**src/rtl/uart_tx_fifo.sv**
```systemverilog
// uart_tx_fifo: byte FIFO sitting in front of a UART transmitter core.
// Register writes push bytes. A small FSM pops one byte at a time, pulses
// start_tx_o, holds tx_data_o, and waits for the core's tx_active_i to rise
// and fall before moving on to the next byte.
//
// Ports
//   clk             clock
//   reset_n         asynchronous reset, active low
//   sync_reset_i    synchronous flush of FIFO, FSM and flags
//   wr_en_i         push strobe for wr_data_i
//   wr_data_i       byte to queue
//   clr_overflow_i  clears the sticky overflow flag
//   tx_active_i     high while the UART core is shifting
//   start_tx_o      one-cycle start pulse to the UART core
//   tx_data_o       byte for the UART core, held from start until done
//   fifo_count_o    occupancy, 0..FIFO_DEPTH
//   fifo_full_o     fifo_count_o == FIFO_DEPTH
//   fifo_empty_o    fifo_count_o == 0
//   overflow_o      sticky, set when a push hits a full FIFO
//   busy_o          FIFO not empty or FSM not idle
module uart_tx_fifo #(
    parameter int unsigned FIFO_DEPTH  = 8,
    parameter int unsigned DATA_WIDTH  = 8,
    parameter int unsigned ACK_TIMEOUT = 4
) (
    input  logic                        clk,
    input  logic                        reset_n,
    input  logic                        sync_reset_i,
    input  logic                        wr_en_i,
    input  logic [DATA_WIDTH-1:0]       wr_data_i,
    input  logic                        clr_overflow_i,
    input  logic                        tx_active_i,
    output logic                        start_tx_o,
    output logic [DATA_WIDTH-1:0]       tx_data_o,
    output logic [$clog2(FIFO_DEPTH):0] fifo_count_o,
    output logic                        fifo_full_o,
    output logic                        fifo_empty_o,
    output logic                        overflow_o,
    output logic                        busy_o
);

    localparam int unsigned PtrW   = $clog2(FIFO_DEPTH);
    localparam int unsigned CntW   = PtrW + 1;
    localparam int unsigned TimerW = (ACK_TIMEOUT > 1) ? $clog2(ACK_TIMEOUT) : 1;

    localparam logic [CntW-1:0]   DepthCnt  = CntW'(FIFO_DEPTH);
    localparam logic [TimerW-1:0] TimerLast = TimerW'(ACK_TIMEOUT - 1);

    typedef enum logic [1:0] {
        StIdle,
        StStart,
        StWaitAct,
        StWaitDone
    } state_e;

    logic [DATA_WIDTH-1:0] mem_q [FIFO_DEPTH];

    logic [PtrW-1:0]       wr_ptr_q, wr_ptr_d;
    logic [PtrW-1:0]       rd_ptr_q, rd_ptr_d;
    logic [CntW-1:0]       count_q, count_d;
    logic                  overflow_q, overflow_d;

    state_e                state_q;
    logic [TimerW-1:0]     timer_q;
    logic                  start_tx_q;
    logic [DATA_WIDTH-1:0] tx_data_q;

    logic full, empty, push, pop, drop;

    // Full is judged on the registered count, so a push into a full FIFO is
    // dropped even when the FSM pops in the same cycle.
    assign full  = (count_q == DepthCnt);
    assign empty = (count_q == '0);
    assign push  = wr_en_i & ~full & ~sync_reset_i;
    assign drop  = wr_en_i & full & ~sync_reset_i;
    // Must match the IDLE pop condition in the FSM below.
    assign pop   = (state_q == StIdle) & ~empty & ~sync_reset_i;

    always_comb begin
        wr_ptr_d   = wr_ptr_q;
        rd_ptr_d   = rd_ptr_q;
        count_d    = count_q;
        overflow_d = overflow_q;
        if (sync_reset_i) begin
            wr_ptr_d   = '0;
            rd_ptr_d   = '0;
            count_d    = '0;
            overflow_d = 1'b0;
        end else begin
            if (push) begin
                wr_ptr_d = wr_ptr_q + PtrW'(1);
            end
            if (pop) begin
                rd_ptr_d = rd_ptr_q + PtrW'(1);
            end
            if (push && !pop) begin
                count_d = count_q + CntW'(1);
            end else if (pop && !push) begin
                count_d = count_q - CntW'(1);
            end
            // Setting wins over clearing in the same cycle.
            if (drop) begin
                overflow_d = 1'b1;
            end else if (clr_overflow_i) begin
                overflow_d = 1'b0;
            end
        end
    end

    always_ff @(posedge clk or negedge reset_n) begin
        if (!reset_n) begin
            wr_ptr_q   <= '0;
            rd_ptr_q   <= '0;
            count_q    <= '0;
            overflow_q <= 1'b0;
        end else begin
            wr_ptr_q   <= wr_ptr_d;
            rd_ptr_q   <= rd_ptr_d;
            count_q    <= count_d;
            overflow_q <= overflow_d;
        end
    end

    // Storage needs no reset; the count says which entries are valid.
    always_ff @(posedge clk) begin
        if (push) begin
            mem_q[wr_ptr_q] <= wr_data_i;
        end
    end

    // Handshake FSM with registered start pulse and data.
    always_ff @(posedge clk or negedge reset_n) begin
        if (!reset_n) begin
            state_q    <= StIdle;
            timer_q    <= '0;
            start_tx_q <= 1'b0;
            tx_data_q  <= '0;
        end else if (sync_reset_i) begin
            state_q    <= StIdle;
            timer_q    <= '0;
            start_tx_q <= 1'b0;
            tx_data_q  <= '0;
        end else begin
            unique case (state_q)
                StIdle: begin
                    if (!empty) begin
                        tx_data_q  <= mem_q[rd_ptr_q];
                        start_tx_q <= 1'b1;
                        state_q    <= StStart;
                    end
                end
                StStart: begin
                    start_tx_q <= 1'b0;
                    timer_q    <= '0;
                    state_q    <= StWaitAct;
                end
                StWaitAct: begin
                    // A byte whose start is never acknowledged is dropped, not retried.
                    if (tx_active_i) begin
                        state_q <= StWaitDone;
                    end else if (timer_q == TimerLast) begin
                        state_q <= StIdle;
                    end else begin
                        timer_q <= timer_q + TimerW'(1);
                    end
                end
                StWaitDone: begin
                    if (!tx_active_i) begin
                        state_q <= StIdle;
                    end
                end
                default: begin
                    state_q <= StIdle;
                end
            endcase
        end
    end

    assign start_tx_o   = start_tx_q;
    assign tx_data_o    = tx_data_q;
    assign fifo_count_o = count_q;
    assign fifo_full_o  = full;
    assign fifo_empty_o = empty;
    assign overflow_o   = overflow_q;
    assign busy_o       = ~empty | (state_q != StIdle);

endmodule

```
**config.mk**
```make
export PLATFORM = sky130hd
export DESIGN_NAME = uart_tx_fifo
export DESIGN_NICKNAME = d
export VERILOG_FILES = /design/src/rtl/uart_tx_fifo.sv
export SDC_FILE = /design/constraint.sdc
export NUM_CORES = 1
export LEC_CHECK = 0
export ABC_CLOCK_PERIOD_IN_PS = 4800
export CORE_MARGIN = 2
export CORE_UTILIZATION = 64
export CTS_BUF_LIST = sky130_fd_sc_hd__clkbuf_8
export CTS_CLUSTER_DIAMETER = 50
export CTS_CLUSTER_SIZE = 14
export DETAILED_ROUTE_END_ITERATION = 10
export PLACE_DENSITY_LB_ADDON = 0.1
export SYNTH_ARGS = -nofsm -noshare
export SYNTH_HDL_FRONTEND = slang
export SYNTH_SLANG_ARGS = --single-unit
```
**constraint.sdc**
```tcl
create_clock -name clk -period 4.8 [get_ports clk]
set_input_delay 0.96 -clock clk [delete_from_list [all_inputs] [get_ports clk]]
set_output_delay 0.96 -clock clk [all_outputs]
set_load 0.05 [all_outputs]
```
Word-level counts from Yosys, hierarchy flattened --
Memories as Yosys holds them, arrays and structs flattened. Cells that the tools add are included.
Word-level totals: bits in registers 24, output and inout port bits 17, memories kept 1, word-level logic and storage cells 81, input bits 14, memory bits (read-only) 0, memory bits (writable) 64, latch bits 0
Memory list:
- mem_q | words 8, width 8, rd ports 1, clocked after memory_dff 0, wr ports 1, line 56 | logic [DATA_WIDTH-1:0] mem_q [FIFO_DEPTH];
Operators by class: bitwise operators 10, $lt $le $gt $ge 0, mux-type cells 28, divide/modulo/power cells 0, multiply operators 0, add/sub/neg operators 5, shifts and indexed selects 0, reductions and logical operators 18, equal/unequal tests 11
Operators by type and width (number):
- 2-to-1 mux 8 bit | 3
- 2-to-1 mux 2 bit | 8
- 2-to-1 mux 3 bit | 4
- 2-to-1 mux 4 bit | 3
- != test 3 bit, second input constant | 4
- nonzero test 3 bit | 4
- case mux 2 bit (4 select lines) | 1
- nonzero test 2 bit | 4
- 2-to-1 mux 1 bit | 7
- adder 3 x 1 -> 3 bit, second input constant | 2
- AND 1 bit | 6
- equality test 2 bit, second input constant | 3
- AND reduction 3 bit | 2
- adder 4 x 1 -> 4 bit, second input constant | 1
- equality test 4 bit, second input constant | 1
- zero test 4 bit | 1
- != test 4 bit, second input constant | 1
- case mux 2 bit (2 select lines) | 1
- AND reduction 2 bit | 2
- subtractor 4 x 1 -> 4 bit, second input constant | 1
- NOT 1 bit | 3
- adder 2 x 1 -> 2 bit, second input constant | 1
- equality test 2 x 1 -> 1 bit, second input constant | 1
- logical AND 1 bit | 2
- 5 further kinds | 6

Logic depth before layout (Yosys ltp) --
Gate-level depths: netlist (run 1).
word-level depth 9, gate-level depth with buffers 10, gate-level depth less buffers 9

Worst setup path before layout (run 1) --
Ideal clock, no wire load.
kind reg-to-reg, start register count_q[0], in the netlist fifo_count_o[0], end register count_q[3], in the netlist fifo_count_o[3], slack 1.755 ns, path buffers 0, setup time 0.105 ns, clock period less this slack 3.045 ns, arrival time 2.939 ns, stages on the path, launching flop included 10, required time 4.695 ns, path through dfrtp_1 -> nor4_4 -> or2b_2 -> nand2_1 -> ha_1 -> a21o_2 -> a21oi_1 -> nand3_1 -> o21a_1 -> o311ai_1
Between the ends: cells in the longest elaborated chain, start to end 8, elaborated cells on any way between the ends 18, those cells by class add/sub: 2; eq/ne: 1; mux: 3; bitwise: 6; reduce/logical: 6
Ends and longest elaborated chain:
- start: declaration | line 60 | logic [CntW-1:0] count_q, count_d;
- start signal: assignment | line 119 | count_q <= count_d;
- zero test 4 bit (*) | line 73 | assign empty = (count_q == '0);
- named net fifo_empty_o | line 37 | output logic fifo_empty_o,
- NOT 1 bit (*) | line 77 | assign pop = (state_q == StIdle) & ~empty & ~sync_reset_i;
- AND 1 bit (*) (2 in a row) | line 77
- zero test 1 bit | line 96 | if (push && !pop) begin
- logical AND 1 bit | line 96
- 2-to-1 mux 4 bit | line 96
- 2-to-1 mux 4 bit | line 84 | if (sync_reset_i) begin
Mark *: on every way through the listed nets, which the timed path passes. The rest lies on a longest branch. The select of a mux whose other input is x is not followed. A chain may end at the register's enable or synchronous reset.

Worst setup path after layout (run 1) --
start register count_q[0], in the netlist fifo_count_o[0], end output fifo_empty_o
Between the ends: cells in the longest elaborated chain, start to end 1
Ends and longest elaborated chain (line):
- zero test 4 bit | 73
- end: declaration | 37
Every way passes these cells.

==> parameters.txt, run 1 <==
Parameter                              Value

Clock tree
  Clock transition at the register clock pins on the worst setup and hold paths after CTS ... 90 ps
  CTS buffer count ... 9
  Clock H-tree levels ... 3
  Clock Tree Buf Depth ... 2
  Clk Latency, worst-skew pair ... 360 ps
  CTS tree ... built
  Buffers inserted during post-CTS setup optimization ... 0
  Clk root buf ... sky130_fd_sc_hd__clkbuf_8
  Number of gates given a new drive strength after cts ... 0
  Hold-fix buffers, CTS ... 0
  Clock sink total ... a little under 90

STA
  Transition time at the pin with the least slew margin ... 890 ps
  # setup viols final ... 0
  Final count of hold timing violations ... 0
  Max Clock Freq ... 0.319 GHz
  Setup_tns ... 0 ps
  Normalized max-slew margin ... 0.402
  Minimum clock period after layout ... 3130 ps
  Post-route setup slack ... 1670 ps
  Setup repair after global routing missed its margin ... false
  Share of the clock period used by the worst path ... 0.653
  Hold_ws ... 532 ps
  Skew final ... approximately 9.5 ps
  Number of slew-limit violations in the final report ... 0

GRT
  Number of antenna violations at the first check in global routing ... 0
  Global router's overall resource usage ... 0.251
  Maximum number of pins on one net before global-route repair ... 25
  Number of global-route vias before repair ... 2,104
  Total overflow reported by the global router ... 0
  First-pass GRT wire length ... 11.3 mm

Die
  Number of placement rows ... 27
  Initial Utilization ... 0.663
  Overall die height ... 79.8 um
  Floorplan Core Area ... 5540 um^2
  Boundary Pins ... 31
  Horiz. Die Dim ... 79.8 um
  Total die area ... 6360 um^2

Logic synthesis
  Ranking of synthesized cells by area ... sky130_fd_sc_hd__edfxtp_1 (52%), sky130_fd_sc_hd__dfrtp_1 (16%), sky130_fd_sc_hd__mux4_2 (9.8%)
  Biggest area consumer among synthesized cells ... sky130_fd_sc_hd__edfxtp_1
  Synthesized net count ... 242
  Sequential area share after synthesis ... 0.687
  Register bit count reported by yosys ... 88
  Distinct cell type count after synthesis ... 40
  Top-area cell type share of the netlist area ... 0.523
  Post-synthesis average cell area ... ~17 um^2
  Count of synthesis-stage warnings from yosys ... 0
  Cell count after synthesis ... ~220
  Netlist Area Pre-Place ... 3670 um^2

Placed design
  Detailed placement HPWL ... about 4.6 mm
  Count of input and output buffers ... 30
  Area post-placement ... roughly 4100 um^2
  Global placement routability congestion ... between 0.7 and 0.8
  Setup WS pre-CTS ... 1360 ps

Power
  Power consumption ... between 2 and 2.5 mW
  Worst IR Drop VDD ... 0.000541 V
  Leakage Power ... 1.51 nW
  Total power divided by cell area ... around 550 nW/um^2

Critical path
  Worst Reg2Reg Path Length in Cells ... 9
  CP cell instances ... nor4_4 > clkdlybuf4s50_1
  Arrival time of the worst setup path ... 2170 ps
  Critical Path Max Stage Delay ... 870 ps
  Crit-path leading delay family ... buffers and inverters
  CP startpoint kind ... flip-flop
  Critical path buffer and inverter count ... 1
  Peak fanout along the critical path ... 6
  Reg-to-reg slack, setup ... 2170 ps
  CP Data Required Time ... 3840 ps
  Cell with the largest stage delay on the worst path ... sky130_fd_sc_hd__clkdlybuf4s50_1
  Critical path endpoint category ... primary output
  Number of cells on the critical path ... 2
  Critical path class ... flip-flop to primary output

Min path
  Worst hold path type ... flip-flop to flip-flop
  Worst hold stages ... 1

Drt
  Iteration-0 DRC count of the detailed router ... 235
  Routed wire length ... 7.06 mm
  Number of optimization iterations in the first detailed-route pass ... 4
  Overall via count from detail_route ... 2,021
  Vias per cell ... 5.98
  Average wire length per cell after detail routing ... 20.9 um
  Remaining antenna violation count ... 0
  Number of remaining DRC errors ... 0

Run
  Number of maximum-capacitance violations ... 0

Layout
  Fillers ... 342
  Final #Nets ... between 200 and 300
  Final standard cell area without fillers ... ~4300 um^2
  Layout cells sized above 1 ... 0.184
  Synthesis-to-finish area growth ... 16.3%
  Antenna diodes ... 0

Run status
  Result of the run ... finished, final reports clean
==> registers in the layout, indices dropped and copies added (netlist names) <==
name          flops
fifo_count_o      4
mem_q            64
overflow_o        1
rd_ptr_q          3
start_tx_o        1
state_q           2
timer_q           2
tx_data_o         8
wr_ptr_q          3
==> cells by family after synthesis <==
kind of cell | count (synthesis) | share of synthesized area
flip-flops | 88 | 0.687
AND/OR/NAND/NOR | 46 | 0.0699
AO/OA/AOI/OAI | 32 | 0.0518
multiplexers | 27 | 0.128
buffers and inverters | 16 | 0.0218
XOR/XNOR | 7 | 0.0187
adder cells (fa/ha/maj) | 6 | 0.0225
==> through the flow <==
stage           util  std cells
6_report       0.771        338
2_1_floorplan      -        222
3_5_place_dp   0.734        322
4_1_cts        0.771        338
5_1_grt        0.771        338
3_3_place_gp   0.734        322
==> Yosys cell counts <==
master                      instances
sky130_fd_sc_hd__xnor2_2            1
sky130_fd_sc_hd__mux2i_1           10
sky130_fd_sc_hd__clkbuf_1           3
sky130_fd_sc_hd__a21oi_1           14
sky130_fd_sc_hd__o21a_1             1
sky130_fd_sc_hd__o21ai_0            9
sky130_fd_sc_hd__nand2_1            8
sky130_fd_sc_hd__fa_1               1
sky130_fd_sc_hd__edfxtp_1          64
sky130_fd_sc_hd__nor4b_4            1
sky130_fd_sc_hd__a22oi_1            2
sky130_fd_sc_hd__nand2b_1           3
sky130_fd_sc_hd__buf_1              1
sky130_fd_sc_hd__o311ai_1           1
sky130_fd_sc_hd__xnor2_1            4
sky130_fd_sc_hd__nand2b_2           1
sky130_fd_sc_hd__nor3b_1            1
sky130_fd_sc_hd__nand3_1            2
sky130_fd_sc_hd__dfrtp_1           24
sky130_fd_sc_hd__clkbuf_8           1
sky130_fd_sc_hd__o211a_1            1
sky130_fd_sc_hd__buf_2              5
sky130_fd_sc_hd__nor3_2             1
sky130_fd_sc_hd__a22o_1             1
sky130_fd_sc_hd__ha_1               5
sky130_fd_sc_hd__inv_1              5
sky130_fd_sc_hd__a211oi_1           1
sky130_fd_sc_hd__a21o_2             1
sky130_fd_sc_hd__nor4_4             1
sky130_fd_sc_hd__nor4_1             1
sky130_fd_sc_hd__nor2b_1            1
sky130_fd_sc_hd__buf_4              1
sky130_fd_sc_hd__nor3_1             5
sky130_fd_sc_hd__xor2_1             2
sky130_fd_sc_hd__mux2_2             1
sky130_fd_sc_hd__or2b_2             1
sky130_fd_sc_hd__nor2_1            19
sky130_fd_sc_hd__mux4_2            16
sky130_fd_sc_hd__o2111ai_1          1
sky130_fd_sc_hd__or3b_1             1
==> worst paths after layout <==
| path | from | endpoint |
|---|---|---|
| worst max-delay path | fifo_count_o[0] | fifo_empty_o |
| worst min-delay path | start_tx_o | start_tx_o |
| worst max register to register | fifo_count_o[0] | fifo_count_o[3] |
| worst min register to register | start_tx_o | start_tx_o |
| max in group asynchronous | reset_n | tx_data_o[7] |
| min in group asynchronous | reset_n | tx_data_o[5] |
==> per-layer routing <==
layer / GRT usage / share of wire
met4: 0.115 / 0.018
met1: 0.358 / 0.44
met3: 0.0385 / 0.048
met5: 0 / 0
met2: 0.391 / 0.49
==> where the power goes <==
part | total, mW | internal, mW | switching [mW] | leakage [nW]
Combinational | 0.847 | 0.358 | 0.490 | 0.509
Clock | 0.515 | 0.246 | 0.269 | 0.104
Sequential | 1.00 | 0.893 | 0.110 | 0.897
Total | 2.36 | 1.50 | 0.869 | 1.51
==> worst reg2reg max path, cell delays in order, from the launching register on <==
cell and delay [ps]:
sky130_fd_sc_hd__dfrtp_1 500, sky130_fd_sc_hd__nor4_4 450, sky130_fd_sc_hd__or2b_2 220, sky130_fd_sc_hd__nand2_1 120
sky130_fd_sc_hd__ha_1 310, sky130_fd_sc_hd__a21o_2 210, sky130_fd_sc_hd__a21oi_1 240, sky130_fd_sc_hd__nand3_1 140
sky130_fd_sc_hd__o21a_1 140, sky130_fd_sc_hd__o311ai_1 210
==> layout by cell type, fill, tap and decap left out, types with 2 or more instances in the layout <==
| master | Yosys | layout |
|---|---|---|
| sky130_fd_sc_hd__nand2_1 | 8 | 8 |
| sky130_fd_sc_hd__nor2_1 | 19 | 19 |
| sky130_fd_sc_hd__inv_1 | 5 | 5 |
| sky130_fd_sc_hd__nand3_1 | 2 | 2 |
| sky130_fd_sc_hd__xnor2_1 | 4 | 4 |
| sky130_fd_sc_hd__clkdlybuf4s50_1 | 0 | 30 |
| sky130_fd_sc_hd__nand2b_1 | 3 | 3 |
| sky130_fd_sc_hd__buf_4 | 1 | 9 |
| sky130_fd_sc_hd__a22oi_1 | 2 | 2 |
| sky130_fd_sc_hd__clkbuf_8 | 1 | 9 |
| sky130_fd_sc_hd__dfrtp_1 | 24 | 24 |
| sky130_fd_sc_hd__mux4_2 | 16 | 16 |
| sky130_fd_sc_hd__edfxtp_1 | 64 | 64 |
| sky130_fd_sc_hd__mux2i_1 | 10 | 10 |
| sky130_fd_sc_hd__a21oi_1 | 14 | 14 |
| sky130_fd_sc_hd__nor3_1 | 5 | 5 |
| sky130_fd_sc_hd__clkinv_4 | 0 | 3 |
| sky130_fd_sc_hd__inv_6 | 0 | 2 |
| sky130_fd_sc_hd__o21ai_0 | 9 | 9 |
| sky130_fd_sc_hd__ha_1 | 5 | 5 |
| sky130_fd_sc_hd__xor2_1 | 2 | 2 |
==> final cells by class <==
| cell class | count | area, um^2 | share of cell area |
|---|---|---|---|
| Sequential cell | 88 | 2520 | 0.591 |
| Inverter | 5 | 18.8 | 0.00439 |
| Clock buffer | 9 | 124 | 0.0290 |
| Clock inverter | 7 | 78.8 | 0.0185 |
| Timing Repair Buffer | 39 | 368 | 0.0861 |
| Multi-Input combinational cell | 118 | 1070 | 0.250 |
| Tap cell | 72 | 90.1 | 0.0211 |
No activity file was read; power rests on OpenSTA's default activity.
==> run 2, diff against run 1 <==
--- a/config.mk
+++ b/config.mk
@@ -5,9 +5,9 @@
 export SDC_FILE = /design/constraint.sdc
 export NUM_CORES = 1
 export LEC_CHECK = 0
-export ABC_CLOCK_PERIOD_IN_PS = 4800
+export ABC_CLOCK_PERIOD_IN_PS = 2800
 export CORE_MARGIN = 2
-export CORE_UTILIZATION = 64
+export CORE_UTILIZATION = 54
 export CTS_BUF_LIST = sky130_fd_sc_hd__clkbuf_8
 export CTS_CLUSTER_DIAMETER = 50
 export CTS_CLUSTER_SIZE = 14
==> constraint.sdc (replaced) <==
create_clock -name clk -period 2.8 [get_ports clk]
set_input_delay 0.56 -clock clk [delete_from_list [all_inputs] [get_ports clk]]
set_output_delay 0.56 -clock clk [all_outputs]
set_load 0.05 [all_outputs]
==> parameters.txt, run 2 (synthesis gave the netlist of run 1 again) <==
Parameter                              Value

Critical path
  Critical path class ... flip-flop to primary output (unchanged)
  Critical path endpoint category ... primary output (unchanged)
  Arrival time of the worst setup path ... 2130 ps (was 2170 ps)
  Peak fanout along the critical path ... 6 (unchanged)
  Worst reg2reg path startpoint ... fifo_count_o[1] (was fifo_count_o[0])
  CP cell instances ... nor4_4 > clkdlybuf4s50_1 (unchanged)
  Source of the critical timing path ... fifo_count_o[1] (was fifo_count_o[0])
  CP startpoint kind ... flip-flop (unchanged)
  Critical Path Max Stage Delay ... 870 ps (about the same)
  Cell with the largest stage delay on the worst path ... sky130_fd_sc_hd__clkdlybuf4s50_1 (unchanged)
  CP Data Required Time ... 2240 ps (was 3840 ps)

STA
  Setup repair after global routing missed its margin ... false (unchanged)
  Skew final ... 9.87 ps (was 9.51 ps)
  Normalized max-slew margin ... 0.334 (was 0.402)
  Transition time at the pin with the least slew margin ... 994 ps (was 890 ps)
  Final count of hold timing violations ... 0 (unchanged)
  Number of slew-limit violations in the final report ... 0 (unchanged)
  Setup_tns ... 0 ps (unchanged)
  Share of the clock period used by the worst path ... 0.960
  # setup viols final ... 0 (unchanged)
  Max Clock Freq ... about 0.37 GHz
  Minimum clock period after layout ... 2690 ps

Drt
  Number of optimization iterations in the first detailed-route pass ... 4 (unchanged)
  Vias per cell ... 5.68 (was 5.98)
  Iteration-0 DRC count of the detailed router ... 156 (was 235)
  Overall via count from detail_route ... 2,021 (unchanged)
  Number of remaining DRC errors ... 0 (unchanged)
  Average wire length per cell after detail routing ... 19.3 um (was 20.9 um)
  Routed wire length ... 6.85 mm (was 7.06 mm)
  Remaining antenna violation count ... 0 (unchanged)

Clock tree
  Buffers inserted during post-CTS setup optimization ... 0 (unchanged)
  Hold-fix buffers, CTS ... 0 (unchanged)
  Clk Latency, worst-skew pair ... 350 ps (was 360 ps)
  Clock transition at the register clock pins on the worst setup and hold paths after CTS ... 90 ps (about the same)
  CTS buffer count ... 9 (unchanged)
  CTS tree ... built (unchanged)
  Clock sink total ... 88 (unchanged)
  Clk root buf ... sky130_fd_sc_hd__clkbuf_8 (unchanged)
  Number of gates given a new drive strength after cts ... 0 (unchanged)
  Clock H-tree levels ... 3 (unchanged)
  Clock Tree Buf Depth ... 2 (unchanged)

Power
  Internal power ... 2.78 mW (was 1.50 mW)
  Net Sw Frac ... 0.350 (was 0.367)
  Leakage Power ... 1.58 nW (was 1.51 nW)
  Switching power ... 1.50 mW (was 0.869 mW)
  Total power divided by cell area ... 964 nW/um^2 (was 554 nW/um^2)
  Clock network fraction of total power ... 0.250 (was 0.218)
  Power consumption ... 4.28 mW (was 2.36 mW)
  Portion of total power attributed to sequential cells ... 0.404 (was 0.424)
  Combinational share of power ... 0.347 (was 0.358)
  Worst IR Drop VDD ... 0.000566 V (was 0.000541 V)

Layout
  Synthesis-to-finish area growth ... 20.9% (was 16.3%)
  Max reg flops ... 64 (unchanged)
  Final #Nets ... 291 (was 281)
  Most frequent standard cell in the layout excluding fill and tap cells ... sky130_fd_sc_hd__edfxtp_1 (unchanged)
  Fillers ... 477 (was 342)
  Leading cell types in the layout, fill and taps excluded ... sky130_fd_sc_hd__edfxtp_1 (64), sky130_fd_sc_hd__clkdlybuf4s50_1 (30), sky130_fd_sc_hd__dfrtp_1 (20) (was sky130_fd_sc_hd__edfxtp_1 (64), sky130_fd_sc_hd__clkdlybuf4s50_1 (30), sky130_fd_sc_hd__dfrtp_1 (24))
  Antenna diodes ... 0 (unchanged)
  Layout cells sized above 1 ... 0.243 (was 0.184)
  Register with the most flip-flops ... mem_q (unchanged)

Placed design
  Count of input and output buffers ... 30 (unchanged)
  Detailed placement HPWL ... 4.69 mm (was 4.62 mm)
  Global placement routability congestion ... 0.756 (was 0.746)

Min path
  Worst Min Path Start ... start_tx_o (unchanged)
  Worst hold path type ... flip-flop to flip-flop (unchanged)

Die
  Total die area ... 7480 um^2 (was 6360 um^2)
  Initial Utilization ... 0.550 (was 0.663)
  Floorplan Core Area ... 6680 um^2 (was 5540 um^2)
  Boundary Pins ... 31 (unchanged)
  Number of placement rows ... 30 (was 27)
  Overall die height ... 86.5 um (was 79.8 um)
  Horiz. Die Dim ... 86.5 um (was 79.8 um)

GRT
  Number of antenna violations at the first check in global routing ... 0 (unchanged)
  Number of global-route vias before repair ... 2,067 (was 2,104)
  Maximum number of pins on one net before global-route repair ... 19 (was 25)
  Total overflow reported by the global router ... 0 (unchanged)
  Global router's overall resource usage ... 0.203 (was 0.251)
  First-pass GRT wire length ... 11.1 mm (was 11.3 mm)

Run
  Number of maximum-capacitance violations ... 0 (unchanged)

Run status
  Result of the run ... finished, final reports clean (unchanged)
## run 2: cell count changes in the layout (fill, tap and decap cells not counted), moves of 2 or more
cell / previous run / this run
sky130_fd_sc_hd__buf_4: 9 / 19
sky130_fd_sc_hd__dfrtp_1: 24 / 20
sky130_fd_sc_hd__dfrtp_2: 0 / 4
sky130_fd_sc_hd__clkinv_4: 3 / 0
sky130_fd_sc_hd__bufinv_16: 1 / 3
sky130_fd_sc_hd__clkinvlp_4: 0 / 2
sky130_fd_sc_hd__inv_6: 2 / 0
sky130_fd_sc_hd__inv_8: 0 / 2
## run 2: final timing paths
kind	end	cells past startpoint	slack, ps
max	fifo_empty_o	2	110
min	start_tx_o	1	550
max reg2reg	fifo_count_o[3]	9	400
min reg2reg	start_tx_o	1	550
max in group asynchronous	tx_data_o[6]	2	1480
min in group asynchronous	fifo_count_o[1]	1	700
## run 2: power by group through the flow
| stage | registers, mW | logic, mW | clock network [mW] |
|---|---|---|---|
| after floorplan | 1.91 | 0.903 | 0 |
| after global placement | 1.75 | 1.46 | 0 |
| after detailed placement | 1.76 | 1.49 | 0 |
| after CTS | 1.73 | 1.50 | 1.09 |
| after global routing | 1.75 | 1.59 | 1.13 |
| final | 1.73 | 1.48 | 1.07 |
## run 2: critical path, delay by kind of cell, from the launching register on
kind                   cells  cell delay, ps
buffers and inverters      1             870
and+or+nand+nor            1             400
DFF                        1             500
## run 2: layout make-up
cell class	instances	area (um^2)	share of cell area
Tap cell	80	100	0.0226
Clock buffer	9	124	0.0279
Inverter	5	18.8	0.00423
Multi-Input combinational cell	118	1100	0.247
Timing Repair Buffer	49	443	0.0998
Sequential cell	88	2530	0.569
Clock inverter	7	128	0.0288
## run 2: stage by stage
step	util	instances	instance area, um^2	setup WS (ps)	hold slack, ps
after floorplan	-	222	3700	19.3	264
after global placement	0.627	340	4190	144	512
after detailed placement	0.627	340	4190	65.8	529
after CTS	0.664	356	4440	92.4	550
after global routing	0.664	356	4440	30.0	577
final	0.664	356	4440	112	550
## run 2: metal layers
metal | vias up | track usage | part of all wire
met5 | - | 0 | 0
met4 | 0 | 0.0597 | 0.0086
met3 | 5 | 0.0352 | 0.049
met2 | 52 | 0.330 | 0.52
met1 | 1019 | 0.288 | 0.42
li1 | 945 | - | -
